`src/rtl/pc_sequencer_pkg.sv`:
```
// Shared types and constants for the fetch-stage PC sequencer.
// Holds the FSM state set, the PC increment and the J-type index width.
package pc_sequencer_pkg;

    typedef enum logic [1:0] {
        BOOT = 2'd0,
        RUN  = 2'd1,
        WAIT = 2'd2
    } pc_state_e;

    localparam logic [31:0] RESET_VECTOR_DEF = 32'h0000_0000;
    localparam logic [31:0] PC_INC           = 32'd4;
    localparam int          JUMP_INDEX_W     = 26;

endpackage

```
`src/rtl/pc_sequencer_jump_target_gen.sv`:
```
// J-type jump target builder: upper PC+4 nibble, 26-bit word index, two zero bits.
module jump_target_gen
    import pc_sequencer_pkg::*;
(
    input  logic [3:0]              pc_nibble_i,
    input  logic [JUMP_INDEX_W-1:0] jump_index_i,
    output logic [31:0]             jump_target_o
);

    assign jump_target_o = {pc_nibble_i, jump_index_i, 2'b00};

endmodule

```
`src/rtl/pc_sequencer.sv`:
```
// Fetch-stage PC owner: arbitrates EX redirects, ID jumps, stalls and sequential
// fetch, tracks the imem handshake and raises the pipeline flush strobes.
module pc_sequencer
    import pc_sequencer_pkg::*;
#(
    parameter logic [31:0] RESET_VECTOR = RESET_VECTOR_DEF,
    parameter int          CNT_W        = 16
) (
    input  logic                    clk_i,
    input  logic                    reset_i,
    input  logic                    stall_i,
    input  logic                    id_jump_i,
    input  logic [JUMP_INDEX_W-1:0] id_jump_index_i,
    input  logic [31:0]             id_pc_plus4_i,
    input  logic                    ex_branch_taken_i,
    input  logic [31:0]             ex_branch_target_i,
    input  logic                    ex_jr_i,
    input  logic [31:0]             ex_jr_target_i,
    input  logic                    imem_ready_i,
    output logic                    imem_req_o,
    output logic [31:0]             pc_o,
    output logic [31:0]             pc_plus4_o,
    output logic                    flush_if_id_o,
    output logic                    flush_id_ex_o,
    output logic [CNT_W-1:0]        redirect_count_o
);

    localparam logic [1:0] ST_BOOT = BOOT;
    localparam logic [1:0] ST_RUN  = RUN;
    localparam logic [1:0] ST_WAIT = WAIT;

    logic [1:0]       state_q, state_d;
    logic [31:0]      pc_q, pc_d;
    logic [31:0]      pending_pc_q, pending_pc_d;
    logic             pending_valid_q, pending_valid_d;
    logic [CNT_W-1:0] count_q, count_d;

    logic             in_boot;
    logic             ex_redirect;
    logic             id_jump_eff;
    logic             redirect;
    logic [31:0]      ex_target;
    logic [31:0]      jump_target;
    logic [31:0]      redirect_target;
    logic [31:0]      pc_plus4;
    logic [31:0]      hold_or_seq;

    // Only the top nibble of the ID PC+4 feeds the jump target.
    logic             unused_pc4_low;
    assign unused_pc4_low = ^id_pc_plus4_i[27:0];

    jump_target_gen u_jump_target_gen (
        .pc_nibble_i   (id_pc_plus4_i[31:28]),
        .jump_index_i  (id_jump_index_i),
        .jump_target_o (jump_target)
    );

    assign in_boot     = (state_q == ST_BOOT);
    assign ex_redirect = ex_branch_taken_i | ex_jr_i;
    assign ex_target   = ex_jr_i ? ex_jr_target_i : ex_branch_target_i;
    // The stalled ID instruction is not advancing, so its jump is not taken yet.
    assign id_jump_eff = id_jump_i & ~stall_i;
    assign redirect    = ~in_boot & (ex_redirect | id_jump_eff);

    // The older instruction (EX) wins over the younger one (ID).
    assign redirect_target = ex_redirect ? ex_target : jump_target;

    assign pc_plus4    = pc_q + PC_INC;
    assign hold_or_seq = stall_i ? pc_q : pc_plus4;

    always_comb begin
        state_d         = state_q;
        pc_d            = pc_q;
        pending_pc_d    = pending_pc_q;
        pending_valid_d = pending_valid_q;

        case (state_q)
            ST_BOOT: begin
                state_d = ST_RUN;
            end
            ST_RUN: begin
                if (imem_ready_i) begin
                    if (pending_valid_q) begin
                        pc_d = pending_pc_q;
                    end else if (redirect) begin
                        pc_d = redirect_target;
                    end else begin
                        pc_d = hold_or_seq;
                    end
                    pending_valid_d = 1'b0;
                end else begin
                    state_d = ST_WAIT;
                    if (redirect) begin
                        pending_pc_d    = redirect_target;
                        pending_valid_d = 1'b1;
                    end
                end
            end
            ST_WAIT: begin
                // A redirect arriving while waiting replaces any captured one.
                if (imem_ready_i) begin
                    if (redirect) begin
                        pc_d = redirect_target;
                    end else if (pending_valid_q) begin
                        pc_d = pending_pc_q;
                    end else begin
                        pc_d = hold_or_seq;
                    end
                    pending_valid_d = 1'b0;
                    state_d         = ST_RUN;
                end else if (redirect) begin
                    pending_pc_d    = redirect_target;
                    pending_valid_d = 1'b1;
                end
            end
            default: begin
                state_d         = ST_BOOT;
                pending_valid_d = 1'b0;
            end
        endcase
    end

    always_comb begin
        count_d = count_q;
        if (redirect && (count_q != {CNT_W{1'b1}})) begin
            count_d = count_q + CNT_W'(1);
        end
    end

    always_ff @(posedge clk_i or posedge reset_i) begin
        if (reset_i) begin
            state_q         <= ST_BOOT;
            pc_q            <= RESET_VECTOR;
            pending_pc_q    <= RESET_VECTOR;
            pending_valid_q <= 1'b0;
            count_q         <= '0;
        end else begin
            state_q         <= state_d;
            pc_q            <= pc_d;
            pending_pc_q    <= pending_pc_d;
            pending_valid_q <= pending_valid_d;
            count_q         <= count_d;
        end
    end

    assign imem_req_o       = ~in_boot;
    assign pc_o             = pc_q;
    assign pc_plus4_o       = pc_plus4;
    assign flush_if_id_o    = redirect;
    assign flush_id_ex_o    = ~in_boot & ex_redirect;
    assign redirect_count_o = count_q;

endmodule

```
`config.mk`:
```
export PLATFORM = sky130hd
export DESIGN_NAME = pc_sequencer
export DESIGN_NICKNAME = d
export VERILOG_FILES = /design/src/rtl/pc_sequencer_pkg.sv /design/src/rtl/pc_sequencer_jump_target_gen.sv /design/src/rtl/pc_sequencer.sv
export SDC_FILE = /design/constraint.sdc
export NUM_CORES = 1
export LEC_CHECK = 0
export CAP_MARGIN = 20
export CORE_MARGIN = 4
export CORE_UTILIZATION = 25
export DETAILED_ROUTE_END_ITERATION = 10
export GPL_ROUTABILITY_DRIVEN = 1
export PLACE_DENSITY = 0.5
export SYNTH_ARGS = -nofsm -noshare
export SYNTH_HDL_FRONTEND = slang
export SYNTH_HIERARCHICAL = 1
export SYNTH_SLANG_ARGS = --single-unit
```
`constraint.sdc`:
```
create_clock -name clk_i -period 3.3 [get_ports clk_i]
set_input_delay 0.495 -clock clk_i [delete_from_list [all_inputs] [get_ports clk_i]]
set_output_delay 0.495 -clock clk_i [all_outputs]
set_load 0.005 [all_outputs]
```
==> results.ini, run 1 <==
[run_status]
status = finished clean

[timing]
period_minus_slack_ns = 3.21
slew_headroom_pct = 34.9
maxSlewViolCount = 0
worst_slew_pin_slew_ns = 0.973
finalSetupViolCount = 0
fmax_mhz = 312
tns_ns = 0
final_hold_viol_count = 0
rsz0062_at_grt = false
finalClockSkew_ns = 0.0111
final.period_utilization_pct = 97.2

[drt]
drtIter0Drc = 402
drc_errors = 0
num_vias = 5756
ant_nets = 0
routed_wl_um = 21800
viasPerCell = 4.91
avgRoutedWirePerCell_um = 18.6
first_pass_iters = 5

[min_path]
min_path_cells = 2
hold_start = pending_pc_q[8]
holdPathEnd = pending_pc_q[8]
hp-class = register to register

[clocking]
cts_max_level = 3
tritoncts = done
clock_path_buffers = 2
clk_latency_ns = 0.35
numCtsBuffers = 9
postCtsHoldBufs = 0
cts_sinks = 83
clk_pin_slew_worst_paths_ns = 0.07
clockRootBuffer = clkbuf_16

[floorplan]
die-width_um = 162
io_pins = 212
core.rowCount = 56
core-area_um2 = 23500
die_y_um = 162
dieArea_um2 = 26400
start_util_pct = 25.4

[final_layout]
syn_to_final_growth_pct = 41.4
nNetsFinal = 983
n_antenna_cell = 0
drive_gt1_share_pct = 13.6
final_core_util_pct = 35.9

[global_route]
grtUsageTotal_pct = 16.0
antenna_found_initial = 0
grt_pass1_wl_um = 32800
grt_pass1_vias = 5603
grt_start_max_net_pins = 84
overflow = 0

[placed_design]
numPortBuffers = 183
place_hpwl_um = 16300
place_congestion = 0.830

[synth]
synth-edff-count = 0
ys.flop_type = dfrtp_1
yosysTopAreaCell = dfrtp_1
netlist.area_leader.share_pct = 34.8
synth-seq-cells = 83
synthCells = 694
ys_types = 65
synth_area_um2 = 5960
async_reset_ff_share_pct = 100
synth_top_cells_by_count = dfrtp_1, nand2_1, nor2_1, o21ai_0
syn_area_per_cell_um2 = 8.59
synth.area.top_cells = dfrtp_1, mux2_2, mux2i_1
yosysWarnings = 6
synth_most_common_cell = dfrtp_1
seq_area_frac_synth_pct = 34.8

[critical_path]
rr_startpoint = state_q[0]
endpoint_kind = primary output
crit_required_ns = 2.80
rr_endpoint = pc_o[2]
r2r_slack_ns = 0.69
cp.arrival_ns = 2.71
start_kind = register
criticalPathCategory = register to primary output
cp_max_fo = 4
reg2reg_depth = 7

[power]
irDropWorstVdd_uv = 299
p_per_area_nw_per_um2 = 809
fin_total_pwr_uw = 6820
leakagePower_uw = 0.00337

[flow_run]
drv_cap = 0

==> worst max-delay path, stage by stage (launching register included) <==
cell	delay, ns
dfrtp_2	0.40
nand4_4	0.14
or4_1	0.53
or4_4	0.55
xnor2_1	0.19
clkdlybuf4s50_1	0.54
==> what timing repair did <==
item | 4_1_cts | 5_1_grt
pin swaps | 0 | 2
setup endpoints to repair | 6 | 12
setup buffers | 2 | 4
resized for setup | 4 | 8
==> power breakdown <==
part	switching (µW)	internal, µW	total (µW)
logic	1920	1920	3840
clock network	453	592	1050
registers	473	1460	1940
==> cell type report <==
cell class                 count  area [µm²]
inverter                      24        91.3
multi-input combinational    501        3370
tap                          319         399
timing repair buffer         230        2190
clock inverter                 5        62.6
clock buffer                  11         233
sequential                    83        2090
fill                        2472       15000
==> layer usage <==
metal  track usage [%]  up-vias  routed length, µm
met1              22.2     2755               9980
met5                 0        -                  0
met3              2.48       20               1440
li1                  -     2777                  -
met4              5.15        0                376
met2              25.7      204              10000
==> through the flow <==
| step | area, µm² | hold slack, ns | setup WS [ns] | std cells |
|---|---|---|---|---|
| finish | 8430 | 0.486 | 0.0925 | 1173 |
| detailed placement | 8050 | 0.472 | 0.250 | 1151 |
| global route | 8430 | 0.505 | 0.00991 | 1173 |
| global placement | 8050 | 0.459 | 0.264 | 1151 |
| floorplan | 5970 | 0.442 | 0.668 | 695 |
| CTS | 8380 | 0.486 | 0.00529 | 1169 |
==> sequential cells by signal (all words and copies together), names as in the netlist <==
signal	flops
redirect_count_o	16
pending_pc_q	32
pending_valid_q	1
state_q	2
pc_o	32
==> cells in the final DEF (no fill, tap or decap), types with 7 or more instances in the layout <==
master / instances
nor2_1: 59
dfrtp_2: 7
nand4_1: 16
nor3_1: 8
clkbuf_16: 9
a32oi_1: 8
o211ai_1: 8
mux2_2: 29
a221oi_1: 8
mux2i_1: 32
xor2_1: 16
nand3_1: 22
clkdlybuf4s50_1: 181
buf_4: 46
nand2_1: 61
inv_1: 22
a21oi_1: 21
and3_1: 10
xnor2_1: 28
dfrtp_1: 76
nor4_1: 11
o21ai_0: 48
==> worst max-delay path by stage <==
stage / start / end / slack (ns) / cells past startpoint
6_report: pc_o[25] / pc_plus4_o[28] / 0.09 / 5
5_1_grt: pc_o[12] / pc_plus4_o[28] / 0.01 / 5
2_1_floorplan: reset_i / pc_o[0] / 0.67 / 1
3_5_place_dp: pc_o[6] / pc_plus4_o[22] / 0.25 / 6
4_1_cts: pc_o[6] / pc_plus4_o[28] / 0.005 / 5
3_3_place_gp: pc_o[6] / pc_plus4_o[22] / 0.26 / 6
==> logic make-up after synthesis <==
family,after synthesis,share of synthesized area (%)
xor gates and xnor gates,44,6.46
DFF,83,34.8
and+or+nand+nor,224,18.5
buffers and inverters,111,9.48
other,1,0.0629
AOI/OAI and AO/OA,165,18.8
adders and majority gates,5,1.05
muxes,61,10.8
Note: power is estimated with default switching activity, not from simulation.
==> run 2: changes to the inputs <==
--- a/config.mk
+++ b/config.mk
@@ -7,10 +7,12 @@
 export LEC_CHECK = 0
 export CAP_MARGIN = 20
 export CORE_MARGIN = 4
-export CORE_UTILIZATION = 25
+export CORE_UTILIZATION = 46
+export CTS_CLUSTER_SIZE = 10
 export DETAILED_ROUTE_END_ITERATION = 10
 export GPL_ROUTABILITY_DRIVEN = 1
-export PLACE_DENSITY = 0.5
+export PLACE_DENSITY = 0.82
+export SLEW_MARGIN = 10
 export SYNTH_ARGS = -nofsm -noshare
 export SYNTH_HDL_FRONTEND = slang
 export SYNTH_HIERARCHICAL = 1
==> run 2 against run 1 <==
  * Register-to-register slack is essentially flat
  * Design area shrank 2.6%
  * Sequential power grew 3%
  * Non-clock buffer count shrank 7
  * Critical path depth grew 1
  * Cell count shrank 13%
  * Combinational power shrank 4%
  * Clock power is essentially flat
==> results.ini, run 2 (synthesis gave the netlist of run 1 again) <==
[final_layout]
multi_input_area_um2 = 3380  ; about the same
mostFrequentLayoutCells = clkdlybuf4s50_1, dfrtp_1, nand2_1
drive_gt1_share_pct = 12.8  ; -0.83 points
syn_to_final_growth_pct = 37.7
n_antenna_cell = 0  ; unchanged
final_common_cell = clkdlybuf4s50_1
nFillCells = 1061  ; -57%
register_area_um2 = 2080  ; -0.12%
nNetsFinal = 976  ; -0.71%

[drt]
viasPerCell = 5.89  ; +20%
drtIter0Drc = 577  ; +44%
routed_wl_um = 19400  ; -11%
avgRoutedWirePerCell_um = 19.1  ; +2.3%
first_pass_iters = 6  ; +1
ant_nets = 0  ; unchanged
num_vias = 6002  ; +4.3%
drc_errors = 0  ; unchanged

[flow_run]
drv_cap = 0  ; unchanged

[clocking]
clock_path_buffers = 2  ; unchanged
clk_latency_ns = 0.34  ; about the same
clk_pin_slew_worst_paths_ns = 0.07  ; about the same
cts_max_level = 3  ; unchanged
cts_sinks = 83  ; unchanged
numCtsBuffers = 9  ; unchanged
tritoncts = done
clockRootBuffer = clkbuf_16

[global_route]
overflow = 0  ; unchanged
grt_start_max_net_pins = 84  ; unchanged
grtUsageTotal_pct = 25.8  ; +9.8 points
antenna_found_initial = 0  ; unchanged
grt_pass1_wl_um = 30600  ; -6.8%
grt_pass1_vias = 6005  ; +7.2%

[timing]
holdWs_ns = 0.482  ; -0.00353 ns
maxSlewViolCount = 0  ; unchanged
tns_ns = 0  ; unchanged
final_hold_viol_count = 0  ; unchanged
period_minus_slack_ns = 3.26  ; +0.0479 ns
final.period_utilization_pct = 98.6  ; +1.5 points
slew_headroom_pct = 29.1  ; -5.8 points
fmax_mhz = 307  ; -1.5%
finalClockSkew_ns = 0.00786  ; -0.00320 ns
worst_slew_pin_slew_ns = 1.06  ; +0.0833 ns
finalSetupViolCount = 0  ; unchanged

[floorplan]
core-area_um2 = 12700  ; -46%
start_util_pct = 47.1  ; +22 points
dieArea_um2 = 14800  ; -44%
core.rowCount = 41  ; -27%
io_pins = 212  ; unchanged
die-width_um = 122  ; -25%
die_y_um = 122  ; -25%

[critical_path]
crit_required_ns = 2.80  ; about the same
criticalPathCategory = register to primary output
cp.arrival_ns = 2.76  ; +0.05 ns
crit_slowest_cell = clkdlybuf4s50_1
endpoint_kind = primary output
cp_max_fo = 8  ; +4
start_kind = register
cpPeakStageDelay_ns = 0.53  ; -0.02 ns
crit_path_cell_trace = ha_1 > nand4_1 > or3_4 > or4_4 > xnor2_2 > clkdlybuf4s50_1

[run_status]
status = finished clean

[placed_design]
numPortBuffers = 183  ; unchanged
place_hpwl_um = 14300  ; -13%
place_congestion = 0.910  ; +9.5%

[power]
leakagePower_uw = 0.00338  ; about the same
irDropWorstVdd_uv = 362  ; +21%
p_per_area_nw_per_um2 = 819  ; +1.2%

[min_path]
hp-class = register to register

## run 2: cell types whose count changed in the layout (fill, tap and decap cells not counted), sizes merged
cell / previous run / this run
buf: 49 / 42
clkbuf: 11 / 9
inv: 24 / 25
clkinv: 2 / 3
## run 2: area by class of cell
class	instances	area share [%]
inverter	24	1.11
clock buffer	9	2.74
sequential	83	25.4
clock inverter	7	0.929
timing repair buffer	223	26.1
multi-input combinational	501	41.1
tap	172	2.62
## run 2: metal layers
layer  vias to the layer above  track usage, %  share of wire (%)  routed length, µm
li1                       2771               -                  -                  -
met5                         -               0                  0                  0
met3                        50            5.25                8.1               1580
met1                      2860            33.5                 41               7870
met4                         0            10.2                3.5                675
met2                       321            42.5                 48               9290
## run 2: report_power, final
part	internal, µW	leakage [µW]	total, µW	switching (µW)
logic	1890	0.00221	3700	1810
registers	1460	0.00102	1990	525
clock network	592	0.000142	1040	450
total	3940	0.00338	6730	2790
## run 2: final timing paths
check                                start                    to  slack [ns]  cells after the start
hold reg to reg            pending_pc_q[2]       pending_pc_q[2]        0.48                      2
max in group asynchronous          reset_i              pc_o[23]        2.34                      3
setup / recovery                   pc_o[2]        pc_plus4_o[28]        0.04                      6
setup reg to reg                state_q[0]              pc_o[19]        0.69                      8
min in group asynchronous          reset_i  redirect_count_o[10]        0.58                      3
hold / removal             pending_pc_q[2]       pending_pc_q[2]        0.48                      2
## run 2: metrics by stage
stage	std cells	utilization [%]	instance area [µm²]	total power, µW	setup WS, ns
6_report	1019	64.8	8210	6730	0.0447
3_3_place_gp	994	61.5	7800	5440	0.285
3_5_place_dp	994	61.5	7800	5570	0.272
4_1_cts	1010	63.9	8100	6630	0.0124
2_1_floorplan	695	-	5970	3800	0.668
5_1_grt	1019	64.8	8210	7160	-0.0319
## run 2: timing repair
action                                  4_1_cts  5_1_grt
hold buffers                                  0        0
buffers inserted                              0        8
gates cloned                                  0        0
endpoints found under the setup margin        3        7
gates resized for setup                       1       10
pin swaps                                     0        1
## run 2: worst max-delay path, delay by kind of cell, from the launching register on
family                   cells  cell delay (ns)
XOR/XNOR                     1             0.15
flip-flops                   1             0.42
buffers and inverters        1             0.53
AND/OR/NAND/NOR              3             1.13
adder cells (fa/ha/maj)      1             0.20
